--- src/rtl/truth_table_sweeper.sv ---
`timescale 1ns/1ps
// -----------------------------------------------------------------------------
// truth_table_sweeper
//
// Purpose
//   Exhaustively drives all sixteen 4-bit vectors into a 4-input, 1-output
//   combinational cone, captures the cone's response for each vector into a
//   16-bit truth table, and compares that table against EXPECTED. Reports
//   overall pass/fail, the lowest failing minterm and the number of failing
//   minterms. Intended for on-chip equivalence checks of gate netlists.
//
// Parameters
//   EXPECTED   expected truth table; bit i is the response for stim == i
//   SETTLE     cycles stim is held stable before resp is sampled (1..255)
//
// Ports
//   clk        in   1   clock, rising edge
//   rst        in   1   synchronous reset, active-high, dominates all inputs
//   start      in   1   pulse to begin a sweep
//   stim       out  4   vector driven into the cone (stim[n] -> cone input n)
//   resp       in   1   cone output, combinational in stim
//   busy       out  1   high from the cycle after start is accepted until done
//   done       out  1   one-cycle pulse when a sweep completes
//   table_q    out  16  captured truth table, held until the next sweep starts
//   pass       out  1   table_q == EXPECTED, valid from done until next start
//   first_bad  out  4   lowest mismatching minterm index, 0 when passing
//   bad_cnt    out  5   number of mismatching minterms (0..16)
//   state_dbg  out  2   current FSM state, for observation only
//
// Handshake
//   start is a request that is accepted only on a cycle where the sweeper is
//   idle: busy=0 and done=0. Requests on any other cycle (mid-sweep, in the
//   finishing cycle, or while done is high) are dropped, not queued. busy is
//   the "not ready" indication; done marks completion and result validity.
// -----------------------------------------------------------------------------
module truth_table_sweeper #(
    parameter logic [15:0] EXPECTED = 16'h1CBF,
    parameter int unsigned SETTLE   = 2
) (
    input  logic        clk,
    input  logic        rst,
    input  logic        start,
    output logic [3:0]  stim,
    input  logic        resp,
    output logic        busy,
    output logic        done,
    output logic [15:0] table_q,
    output logic        pass,
    output logic [3:0]  first_bad,
    output logic [4:0]  bad_cnt,
    output logic [1:0]  state_dbg
);

    typedef enum logic [1:0] {
        S_IDLE   = 2'd0,
        S_SETTLE = 2'd1,
        S_SAMPLE = 2'd2,
        S_FINISH = 2'd3
    } state_t;

    // The counter counts SETTLE-1 down to 0, so SETTLE cycles are spent in
    // S_SETTLE per vector; the following S_SAMPLE cycle captures resp.
    localparam logic [7:0] SETTLE_LOAD = 8'(SETTLE - 1);

    state_t     state;
    logic [3:0] idx;
    logic [7:0] settle_cnt;
    logic       accept;
    logic       mismatch;

    // done is still high in the cycle after S_FINISH (state already S_IDLE);
    // gating on it keeps a start in the done cycle from launching a sweep.
    always_comb begin
        accept   = 1'b0;
        accept   = start && (state == S_IDLE) && !done;
        mismatch = 1'b0;
        mismatch = (resp != EXPECTED[idx]);
    end

    assign state_dbg = state;

    always_ff @(posedge clk) begin
        if (rst) begin
            state      <= S_IDLE;
            idx        <= 4'd0;
            settle_cnt <= 8'd0;
            stim       <= 4'd0;
            busy       <= 1'b0;
            done       <= 1'b0;
            table_q    <= 16'd0;
            pass       <= 1'b0;
            first_bad  <= 4'd0;
            bad_cnt    <= 5'd0;
        end else begin
            done <= 1'b0;
            case (state)
                S_IDLE: begin
                    if (accept) begin
                        stim       <= 4'd0;
                        idx        <= 4'd0;
                        settle_cnt <= SETTLE_LOAD;
                        table_q    <= 16'd0;
                        bad_cnt    <= 5'd0;
                        pass       <= 1'b0;
                        first_bad  <= 4'd0;
                        busy       <= 1'b1;
                        state      <= S_SETTLE;
                    end
                end

                S_SETTLE: begin
                    if (settle_cnt == 8'd0) begin
                        state <= S_SAMPLE;
                    end else begin
                        settle_cnt <= settle_cnt - 8'd1;
                    end
                end

                S_SAMPLE: begin
                    table_q[idx] <= resp;
                    if (mismatch) begin
                        bad_cnt <= bad_cnt + 5'd1;
                        // bad_cnt still zero means this is the first mismatch
                        if (bad_cnt == 5'd0) begin
                            first_bad <= idx;
                        end
                    end
                    if (idx == 4'd15) begin
                        // stim deliberately stays at 15 after the sweep
                        state <= S_FINISH;
                    end else begin
                        idx        <= idx + 4'd1;
                        stim       <= idx + 4'd1;
                        settle_cnt <= SETTLE_LOAD;
                        state      <= S_SETTLE;
                    end
                end

                S_FINISH: begin
                    // bad_cnt already includes the last (idx 15) sample here
                    done  <= 1'b1;
                    busy  <= 1'b0;
                    pass  <= (bad_cnt == 5'd0);
                    state <= S_IDLE;
                end

                default: begin
                    state <= S_IDLE;
                end
            endcase
        end
    end

endmodule

--- config.mk ---
export PLATFORM = sky130hd
export DESIGN_NAME = truth_table_sweeper
export DESIGN_NICKNAME = d
export VERILOG_FILES = /design/src/rtl/truth_table_sweeper.sv
export SDC_FILE = /design/constraint.sdc
export NUM_CORES = 1
export LEC_CHECK = 0
export BUFFER_PORTS_ARGS = -buffer_cell sky130_fd_sc_hd__buf_2
export CORE_UTILIZATION = 54
export CTS_CLUSTER_SIZE = 8
export DETAILED_ROUTE_END_ITERATION = 7
export PLACE_DENSITY_LB_ADDON = 0.2
export SYNTH_ARGS = -nofsm -noshare
export SYNTH_HDL_FRONTEND = slang
export SYNTH_SLANG_ARGS = --single-unit
--- constraint.sdc ---
create_clock -name clk -period 2.85 [get_ports clk]
set_clock_uncertainty 0.2 [all_clocks]
set_input_delay 0.285 -clock clk [delete_from_list [all_inputs] [get_ports clk]]
set_output_delay 0.285 -clock clk [all_outputs]
set_load 0.005 [all_outputs]
==> results by group, run 1 <==
Route
  – Iteration-0 DRC Markers: 98
  – Total wire length: 4350 um
  – Drt pass-1 iters: 4
  – Post-DRT Antenna Nets: 0
  – Via count: 1724
  – Vias per cell: 5.51
  – Wire per inst: 13.9 um
  – # DRC: 0

Placement
  – Dpl cell area: 2230 um2
  – IO Port Bufs: 37
  – Detailed Place HPWL: 3140 um
  – Routability congestion estimate: 0.888

Setup path
  – Crit Path Class: flip-flop to flip-flop
  – Worst R2R Start: state_dbg[0]$_SDFFE_PP0P_
  – Flop-to-flop setup slack: 0.60 ns
  – CP arrival: 2.22 ns
  – Crit path from: state_dbg[0]$_SDFFE_PP0P_
  – CP Capture Type: flip-flop
  – Critical-path cell list: or4b_1, and2_4, mux2i_4, o311a_1, o22ai_2
  – Startpoint types: flip-flop
  – Critical Path Max Stage Delay: 0.77 ns
  – Buf/Inv on CP: 0
  – CP required: 2.82 ns
  – Delay-heaviest family, CP: simple AND/OR/NAND/NOR gates
  – CP max-delay cell: or4b_1
  – Reg2reg path depth: 5
  – Crit-path max FO: 18

Synthesis
  – Synth area leader: dfxtp_1
  – Syn nets: 245
  – Mapped Area: 2040 um2
  – Count of cell types in the netlist: 49
  – Avg Cell Area, Syn: 8.75 um2
  – Top post-synthesis cells by area: dfxtp_1 (42%), nor2_1 (5.2%), ha_1 (4.9%)
  – Share of synthesized registers carrying an async set or reset: 0
  – Synthesis-stage register bit count: 43
  – Sequential area share after synthesis: 0.422
  – Post-synth EDFFs: 0
  – Main synth FF type: dfxtp_1
  – Area share of the largest cell type after synthesis: 0.422
  – Mapped Cells: 233
  – YS warnings: 0

GRT
  – Routing usage on met2: 0.367
  – Largest net degree at the start of global routing: 22
  – GRT overflow: 0
  – Met1 Track Usage GR: 0.338
  – Vias in the first global route: 1640
  – GR peak layer: met2
  – Gr usage total: 0.242
  – Met3 global-route usage: 0.0670
  – Global-route wire length before repair: 7650 um
  – Initial antenna violation count: 0

Finish
  – Fin nets: 278
  – Fin area: 2330 um2
  – Layout cells sized above 1: 0.240
  – Area Overhead vs Synth: 14.2%
  – Antenna Cells: 0

Power and ir drop
  – Part of the power in registers: 0.453
  – Max IR drop VDD: 581 uV
  – Sw frac: 0.346
  – Share of total power in combinational logic: 0.301
  – Lkg Pwr: 0.000944 uW
  – Clock power share: 0.247
  – P per Cell Area: 725 nW/um2
  – Internal cell power: 1100 uW
  – Sw Pwr: 585 uW

STA
  – RSZ-0062 raised after global routing: no
  – Final Setup Violations: 0
  – Worst-Margin Slew: 0.634 ns
  – Fmax: 444 MHz
  – Max_slew headroom: 0.571
  – Final slew viol count: 0
  – Hold Violations, Final: 0
  – Tcrit/Tclk final: 0.789
  – Setup TNS Final: 0 ns
  – Final critical-path required period: 2.25 ns

Clock network
  – Setup bufs post-CTS: 0
  – CTS clk-pin slew, worst paths: 0.08 ns
  – CTS H-tree depth: 2
  – Clock root buffer: clkbuf_8
  – CTS Sinks: 43
  – CTS tree: yes
  – Number of buffers created by CTS: 5
  – CTS max path bufs: 2
  – # hold bufs at CTS: 0
  – Skew-Pair Late Insertion Delay: 0.29 ns
  – PostCTS Resize Cnt: 0

Floorplan
  – # rows: 21
  – Die X: 63.4 um
  – Initial Util: 0.588
  – Placeable core area: 3470 um2
  – Die area: 4020 um2
  – Die H: 63.4 um
  – IO Pins: 38

Run
  – Max-cap violation count: 0

Min path
  – Hold_sp: resp
  – Hold path depth: 3
  – HP Class: primary input to flip-flop
  – Worst Hold Path EP: table_q[15]$_SDFFE_PP0P_

Status
  – Status: completed
layout by cell type (no fill, tap or decap), types with 5 or more instances in the layout:
cell type and instances:
a21oi_1 9, a31o_2 9, buf_2 37, clkbuf_8 7, dfxtp_1 43, ha_1 8
inv_1 8, nand2_1 25, nand3_1 14, nor2_1 28, nor3_1 11, o21ai_0 8
o21ai_1 5, xnor2_1 5, xor2_1 5
state kept, by name (all words and copies together) (netlist names), named ones only:
register	flops
table_q	16
settle_cnt	8
bad_cnt	5
first_bad	4
idx	4
state_dbg	2
busy	1
done	1
pass	1
power groups by stage:
| stage | logic [uW] | clock network (uW) | registers [uW] |
|---|---|---|---|
| finish | 508 | 416 | 764 |
| global route | 584 | 454 | 781 |
| CTS | 511 | 426 | 762 |
| detailed placement | 508 | 0 | 775 |
| global placement | 496 | 0 | 774 |
| floorplan | 431 | 0 | 743 |
layer usage:
layer  part of all wire  vias up
met3              0.039        2
met1               0.50      810
met2               0.46       26
met4             0.0032        0
met5                  0        -
li1                   -      886
cell type report:
class | count | area, um2
clock buffer | 8 | 100
fill | 303 | 1140
inverter | 9 | 33.8
multi-input combinational | 169 | 1080
sequential | 43 | 861
tap | 46 | 57.6
timing repair buffer | 38 | 193
cells in the mapped netlist (2+ instances only):
cell	instances
dfxtp_1	43
nor2_1	28
nand2_1	25
nand3_1	14
nor3_1	11
a21oi_1	9
a31o_2	9
ha_1	8
inv_1	8
o21ai_0	8
clkbuf_1	5
o21ai_1	5
xnor2_1	5
xor2_1	5
buf_2	4
a31oi_1	3
nand2b_1	3
nor3b_1	3
nor4b_1	3
and3_1	2
o211ai_1	2
o32a_1	2
or4b_1	2
how the worst max path moves through the flow:
| stage | to | slack, ns | cells past startpoint |
|---|---|---|---|
| finish | flip-flop | 0.60 | 5 |
| floorplan | settle_cnt[4]$_SDFFE_PP0P_ | 0.78 | 7 |
| detailed placement | settle_cnt[4]$_SDFFE_PP0P_ | 0.62 | 7 |
| global route | settle_cnt[4]$_SDFFE_PP0P_ | 0.39 | 7 |
| global placement | flip-flop | 0.68 | 5 |
| CTS | settle_cnt[4]$_SDFFE_PP0P_ | 0.60 | 7 |
stage by stage:
step	util	worst slack [ns]	std cells	power, uW	hold slack [ns]
2_1_floorplan	-	0.782	233	1170	0.247
3_3_place_gp	0.642	0.677	305	1270	0.246
3_5_place_dp	0.642	0.618	305	1280	0.254
4_1_cts	0.671	0.600	313	1700	0.0893
5_1_grt	0.671	0.386	313	1820	0.126
6_report	0.671	0.600	313	1690	0.0956
worst min-delay path: cells and delay by family:
kind                   cells  cell delay, ns
AOI/OAI and AO/OA          1            0.06
and+or+nand+nor            1            0.08
buffers and inverters      1            0.13
cells by family after synthesis:
logic type | share of synthesized area
AOI/OAI and AO/OA | 0.172
xor gates and xnor gates | 0.0430
adders and majority gates | 0.0491
buffers and inverters | 0.0467
DFF | 0.422
muxes | 0.0166
and+or+nand+nor | 0.250
(Power assumes the default switching activity.)
==> run 2, diff against run 1 <==
==> constraint.sdc (replaced) <==
create_clock -name clk -period 2.3 [get_ports clk]
set_clock_uncertainty 0.2 [all_clocks]
set_input_delay 0.23 -clock clk [delete_from_list [all_inputs] [get_ports clk]]
set_output_delay 0.23 -clock clk [all_outputs]
set_load 0.005 [all_outputs]
==> run 2 against run 1 <==
Against the previous run: first-iteration DRC count up 12%; count of clock-buffer cells in the layout down 2; register-to-register slack worse by 0.49 ns; via count up 2.2%.
==> results by group, run 2 (same netlist as run 1, synthesis figures left out) <==
STA
  – Final Setup Violations: 0 (unchanged)
  – Worst-Margin Slew: 0.562 ns (-0.0728 ns)
  – Max_slew headroom: 0.626 (+0.0545)
  – Setup TNS Final: 0 ns (unchanged)
  – RSZ-0062 raised after global routing: no
  – Tcrit/Tclk final: 0.951 (+0.161)
  – Hold Violations, Final: 0 (unchanged)
  – Fmax: 457 MHz (+2.9%)
  – Final critical-path required period: 2.19 ns (-0.0630 ns)
  – Final slew viol count: 0 (unchanged)

Floorplan
  – Initial Util: 0.588 (unchanged)
  – Placeable core area: 3470 um2 (unchanged)
  – Die X: 63.4 um (unchanged)
  – Die area: 4020 um2 (unchanged)
  – IO Pins: 38 (unchanged)
  – # rows: 21 (unchanged)
  – Die H: 63.4 um (unchanged)

Clock network
  – Clock root buffer: clkbuf_8
  – PostCTS Resize Cnt: 0 (unchanged)
  – CTS max path bufs: 2 (unchanged)
  – Number of buffers created by CTS: 5 (unchanged)
  – CTS Sinks: 43 (unchanged)
  – CTS H-tree depth: 2 (unchanged)
  – Skew-Pair Late Insertion Delay: 0.30 ns (about the same)
  – Setup bufs post-CTS: 0 (unchanged)
  – CTS tree: yes
  – CTS clk-pin slew, worst paths: 0.08 ns (about the same)
  – # hold bufs at CTS: 0 (unchanged)

Setup path
  – Worst R2R Start: state_dbg[0]$_SDFFE_PP0P_
  – Flop-to-flop setup slack: 0.11 ns (-0.49 ns)
  – CP Capture Type: flip-flop
  – Startpoint types: flip-flop
  – CP arrival: 2.16 ns (-0.06 ns)
  – CP required: 2.27 ns (-0.55 ns)
  – Crit-path max FO: 11 (-7)
  – Crit path from: state_dbg[0]$_SDFFE_PP0P_
  – Reg2reg path depth: 5 (unchanged)
  – Crit Path Class: flip-flop to flip-flop

Finish
  – Fin nets: 285 (+2.5%)
  – Regs by FF count: table_q: 16 flops, settle_cnt: 8 flops, bad_cnt: 5 flops
  – Max reg flops: 16 (unchanged)
  – Most frequent cells in the layout: dfxtp_1 (43), buf_2 (37), nor2_1 (28), nand2_1 (25), nand3_1 (14)
  – Area Overhead vs Synth: 18.4%
  – Commonest non-fill, non-tap cell in the layout: dfxtp_1
  – Largest Register: table_q
  – Antenna Cells: 0 (unchanged)
  – Fin area: 2410 um2 (+3.7%)
  – Layout cells sized above 1: 0.259 (+0.0194)

Placement
  – Detailed Place HPWL: 3150 um (+0.25%)
  – Dpl cell area: 2280 um2 (+2.4%)
  – Routability congestion estimate: 0.793 (-11%)
  – IO Port Bufs: 37 (unchanged)

Status
  – Status: completed

Route
  – Via count: 1762 (+2.2%)
  – # DRC: 0 (unchanged)
  – Drt pass-1 iters: 4 (unchanged)
  – Vias per cell: 5.51 (about the same)
  – Wire per inst: 13.5 um (-2.9%)
  – Total wire length: 4320 um (-0.73%)
  – Iteration-0 DRC Markers: 110 (+12%)
  – Post-DRT Antenna Nets: 0 (unchanged)

GRT
  – Largest net degree at the start of global routing: 22 (unchanged)
  – Initial antenna violation count: 0 (unchanged)
  – Gr usage total: 0.231 (-0.0113)
  – Vias in the first global route: 1602 (-2.3%)
  – Global-route wire length before repair: 7350 um (-4.0%)
  – GRT overflow: 0 (unchanged)

Power and ir drop
  – P per Cell Area: 969 nW/um2 (+34%)
  – Lkg Pwr: 0.000993 uW (+5.2%)
  – Max IR drop VDD: 561 uV (-3.4%)

Run
  – Max-cap violation count: 0 (unchanged)

Min path
  – HP Class: primary input to flip-flop
==> run 2: cell count changes in the layout (fill, tap and decap cells not counted), sizes merged <==
cell    previous run  this run
clkbuf             8         6
buf               38        45
bufinv             0         2
==> run 2: metrics by stage <==
stage,hold WS (ns),total power [uW],setup slack [ns],utilization,cells
final,0.0378,2340,0.113,0.696,320
after global routing,0.0632,2460,0.0417,0.696,320
after CTS,0.0409,2340,0.142,0.696,320
after detailed placement,0.253,1650,0.169,0.657,312
after global placement,0.244,1640,0.220,0.657,312
after floorplan,0.192,1460,0.232,-,233
==> run 2: how the worst min path moves through the flow <==
stage	startpoint	to	slack [ns]	cells past startpoint
5_1_grt	resp	table_q[15]$_SDFFE_PP0P_	0.06	3
6_report	resp	table_q[15]$_SDFFE_PP0P_	0.04	3
3_5_place_dp	table_q[9]$_SDFFE_PP0P_	table_q[9]$_SDFFE_PP0P_	0.25	2
2_1_floorplan	resp	table_q[15]$_SDFFE_PP0P_	0.19	2
3_3_place_gp	table_q[10]$_SDFFE_PP0P_	table_q[10]$_SDFFE_PP0P_	0.24	2
4_1_cts	resp	table_q[15]$_SDFFE_PP0P_	0.04	3
==> run 2: layer usage <==
metal | up-vias | global-route usage | routed length [um]
met1 | 825 | 0.314 | 2200
met4 | 0 | 0.0852 | 53
met5 | - | 0 | 0
met3 | 8 | 0.0435 | 119
met2 | 28 | 0.359 | 1950
li1 | 901 | - | -
==> run 2: layout make-up <==
cell class | instances | area, um2
Multi-Input combinational cell | 169 | 1080
Timing Repair Buffer | 45 | 245
Fill cell | 311 | 1060
Clock inverter | 2 | 60.1
Clock buffer | 6 | 72.6
Tap cell | 46 | 57.6
Sequential cell | 43 | 861
Inverter | 9 | 33.8
==> run 2: critical path, cell delays in order, from the launching register on <==
cell	delay, ns
dfxtp_1	0.42
or4b_1	0.75
and2_4	0.26
mux2i_4	0.16
o311a_1	0.20
o22ai_2	0.07
==> run 2: power breakdown <==
part	switching, uW	internal [uW]
combinational	396	321
clock	257	434
sequential	103	827
==> run 3, diff against run 2 <==
--- a/config.mk
+++ b/config.mk
@@ -5,8 +5,10 @@
 export SDC_FILE = /design/constraint.sdc
 export NUM_CORES = 1
 export LEC_CHECK = 0
+export ABC_AREA = 1
 export BUFFER_PORTS_ARGS = -buffer_cell sky130_fd_sc_hd__buf_2
-export CORE_UTILIZATION = 54
+export CORE_ASPECT_RATIO = 1.75
+export CORE_UTILIZATION = 55
 export CTS_CLUSTER_SIZE = 8
 export DETAILED_ROUTE_END_ITERATION = 7
 export PLACE_DENSITY_LB_ADDON = 0.2
==> run 3 against run 2 <==
Against the previous run: synthesized cell count grew 29%; count of clock-buffer cells in the layout is the same; final cell count grew 20%; wire length grew 19%; final area grew 0.21%.
==> results by group, run 3 <==
STA
  – Tcrit/Tclk final: 0.845 (-0.106)
  – Setup TNS Final: 0 ns (unchanged)
  – Final critical-path required period: 1.94 ns (-0.244 ns)
  – Final Setup Violations: 0 (unchanged)
  – RSZ-0062 raised after global routing: no
  – Hold Violations, Final: 0 (unchanged)
  – Worst-Margin Slew: 0.538 ns (-0.0238 ns)
  – Max_slew headroom: 0.641 (+0.0150)
  – Final worst slack: 0.357 ns (+0.244 ns)
  – Final slew viol count: 0 (unchanged)
  – Fmax: 515 MHz (+13%)

Finish
  – Max reg flops: 16 (unchanged)
  – Fin area: 2420 um2 (+0.21%)
  – Antenna Cells: 0 (unchanged)
  – Fin nets: 351 (+23%)
  – Regs by FF count: table_q: 16 flops, settle_cnt: 8 flops, bad_cnt: 5 flops
  – Area Overhead vs Synth: 15.3%
  – Layout cells sized above 1: 0.168 (-0.0910)
  – Commonest non-fill, non-tap cell in the layout: nand2_1
  – Final core utilization: 0.666 (-0.0293)
  – Most frequent cells in the layout: nand2_1 (63), dfxtp_1 (43), nor2_1 (39), buf_2 (37), nand3_1 (36)
  – Register area: 861 um2 (unchanged)
  – Multi-input combinational cell area: 1080 um2 (-0.58%)
  – Largest Register: table_q
  – Fill count: 351 (+13%)

Synthesis
  – Top post-synthesis cells by area: dfxtp_1 (41%), nand2_1 (11%), nand3_1 (8.6%)
  – Sequential area share after synthesis: 0.411 (-0.0118)
  – Count of cell types in the netlist: 22 (-55%)
  – Avg Cell Area, Syn: 6.99 um2 (-20%)
  – Post-synth top cells: nand2_1 (63), dfxtp_1 (43), nor2_1 (39)
  – Post-synth EDFFs: 0 (unchanged)
  – Mapped Cells: 300 (+29%)
  – Synthesis-stage register bit count: 43 (unchanged)
  – Share of synthesized registers carrying an async set or reset: 0 (unchanged)
  – Main synth FF type: dfxtp_1
  – Cell with the most instances after synthesis: nand2_1
  – Synth area leader: dfxtp_1
  – Syn nets: 312 (+27%)
  – Mapped Area: 2100 um2 (+2.9%)
  – YS warnings: 0 (unchanged)
  – Area share of the largest cell type after synthesis: 0.411 (-0.0118)

Status
  – Status: completed

Clock network
  – # hold bufs at CTS: 0 (unchanged)
  – Number of buffers created by CTS: 5 (unchanged)
  – CTS Sinks: 43 (unchanged)
  – CTS max path bufs: 2 (unchanged)
  – Clock root buffer: clkbuf_8
  – CTS tree: yes
  – CTS H-tree depth: 2 (unchanged)
  – PostCTS Resize Cnt: 0 (unchanged)
  – Skew-Pair Late Insertion Delay: 0.30 ns (about the same)
  – Setup bufs post-CTS: 0 (unchanged)
  – CTS clk-pin slew, worst paths: 0.08 ns (about the same)

Floorplan
  – IO Pins: 38 (unchanged)
  – Initial Util: 0.578 (-0.00973)
  – Die H: 83.7 um (+32%)
  – Die X: 48.7 um (-23%)
  – Die area: 4070 um2 (+1.2%)
  – Placeable core area: 3630 um2 (+4.6%)
  – # rows: 29 (+38%)

Route
  – Wire per inst: 13.4 um (-0.84%)
  – Via count: 2065 (+17%)
  – # DRC: 0 (unchanged)
  – Drt pass-1 iters: 4 (unchanged)
  – Vias per cell: 5.36 (-2.6%)
  – Total wire length: 5160 um (+19%)
  – Post-DRT Antenna Nets: 0 (unchanged)
  – Iteration-0 DRC Markers: 70 (-36%)

Setup path
  – Reg2reg path depth: 8 (+3)
  – Flop-to-flop setup slack: 0.36 ns (+0.24 ns)
  – CP Capture Type: flip-flop
  – Critical-path cell list: ha_1, nand3_1, nand2_1, nand3_1, a21oi_1, nand2_1, nand2_1, nand3_1
  – CP required: 2.29 ns (+0.02 ns)
  – Crit Path Class: flip-flop to flip-flop
  – Startpoint types: flip-flop
  – Crit path from: idx[0]$_SDFFE_PP0N_
  – CP arrival: 1.93 ns (-0.23 ns)
  – Crit-path max FO: 6 (-5)
  – Critical Path Max Stage Delay: 0.45 ns (-0.30 ns)
  – CP max-delay cell: dfxtp_1
  – Worst R2R Start: idx[0]$_SDFFE_PP0N_

Min path
  – HP Class: primary input to flip-flop

GRT
  – GRT overflow: 0 (unchanged)
  – Met3 global-route usage: 0.0401 (-0.00341)
  – Global-route wire length before repair: 8230 um (+12%)
  – Largest net degree at the start of global routing: 21 (-4.5%)
  – Vias in the first global route: 1918 (+20%)
  – GR peak layer: met2
  – Initial antenna violation count: 0 (unchanged)
  – Gr usage total: 0.258 (+0.0272)
  – Routing usage on met2: 0.490 (+0.131)
  – Met1 Track Usage GR: 0.270 (-0.0437)

Power and ir drop
  – Lkg Pwr: 0.00108 uW (+9.1%)
  – P per Cell Area: 807 nW/um2 (-17%)
  – Max IR drop VDD: 660 uV (+18%)

Placement
  – Dpl ws: 0.385 ns (+0.217 ns)
  – IO Port Bufs: 37 (unchanged)
  – Routability congestion estimate: 0.915 (+16%)
  – Dpl cell area: 2330 um2 (+2.2%)
  – Detailed Place HPWL: 3750 um (+19%)

Run
  – Max-cap violation count: 0 (unchanged)
run 3: cell count changes in the layout (fill, tap and decap cells not counted), moves of 5 or more:
cell / before / now
o22ai_1: 0 / 15
o21ai_1: 5 / 0
a21oi_1: 9 / 20
nand3_1: 14 / 36
a31o_2: 9 / 0
nor2_1: 28 / 39
nand2_1: 25 / 63
inv_1: 8 / 32
o21ai_0: 8 / 13
run 3: logic make-up after synthesis:
family	Yosys count	synth area share
adder cells (fa/ha/maj)	8	0.0477
XOR/XNOR	3	0.0125
AND/OR/NAND/NOR	156	0.325
flip-flops	43	0.411
buffers and inverters	41	0.0764
AO/OA/AOI/OAI	49	0.128
run 3: cell type report:
type,count,share of cell area
Clock inverter,1,0.00207
Timing Repair Buffer,41,0.0890
Inverter,32,0.0497
Sequential cell,43,0.356
Clock buffer,6,0.0342
Tap cell,46,0.0238
Multi-Input combinational cell,216,0.445
run 3: worst min-delay path by stage:
stage                                    from                        end  slack [ns]  depth (start not counted)
floorplan                                resp   table_q[15]$_SDFFE_PP0P_        0.19                          2
global placement    first_bad[1]$_SDFFE_PP0P_  first_bad[1]$_SDFFE_PP0P_        0.25                          2
detailed placement  first_bad[1]$_SDFFE_PP0P_  first_bad[1]$_SDFFE_PP0P_        0.25                          2
CTS                                      resp   table_q[15]$_SDFFE_PP0P_        0.05                          3
global route                             resp   table_q[15]$_SDFFE_PP0P_        0.08                          3
finish                                   resp   table_q[15]$_SDFFE_PP0P_        0.06                          3
run 3: critical path: cells and delay by family (launching register included):
family	cells	cell delay, ns
compound gates	1	0.28
simple gates	6	0.57
fa+ha+maj	1	0.32
flops	1	0.45
run 3: through the flow:
step / total power [uW] / hold WS, ns / cells
finish: 1950 / 0.0594 / 385
global route: 2070 / 0.0837 / 385
CTS: 1950 / 0.0530 / 385
detailed placement: 1480 / 0.251 / 378
global placement: 1460 / 0.249 / 378
floorplan: 1320 / 0.193 / 300
run 3: layer usage:
| layer | vias up | part of all wire |
|---|---|---|
| li1 | 1060 | - |
| met1 | 940 | 0.39 |
| met2 | 53 | 0.55 |
| met3 | 12 | 0.039 |
| met4 | 0 | 0.019 |
| met5 | - | 0 |
run 3: power by group:
part,total (uW),leakage (uW),switching [uW],internal [uW]
Clock,479,0.0000470,244,235
Combinational,611,0.000688,407,204
Sequential,861,0.000348,62.1,799
Total,1950,0.00108,712,1240
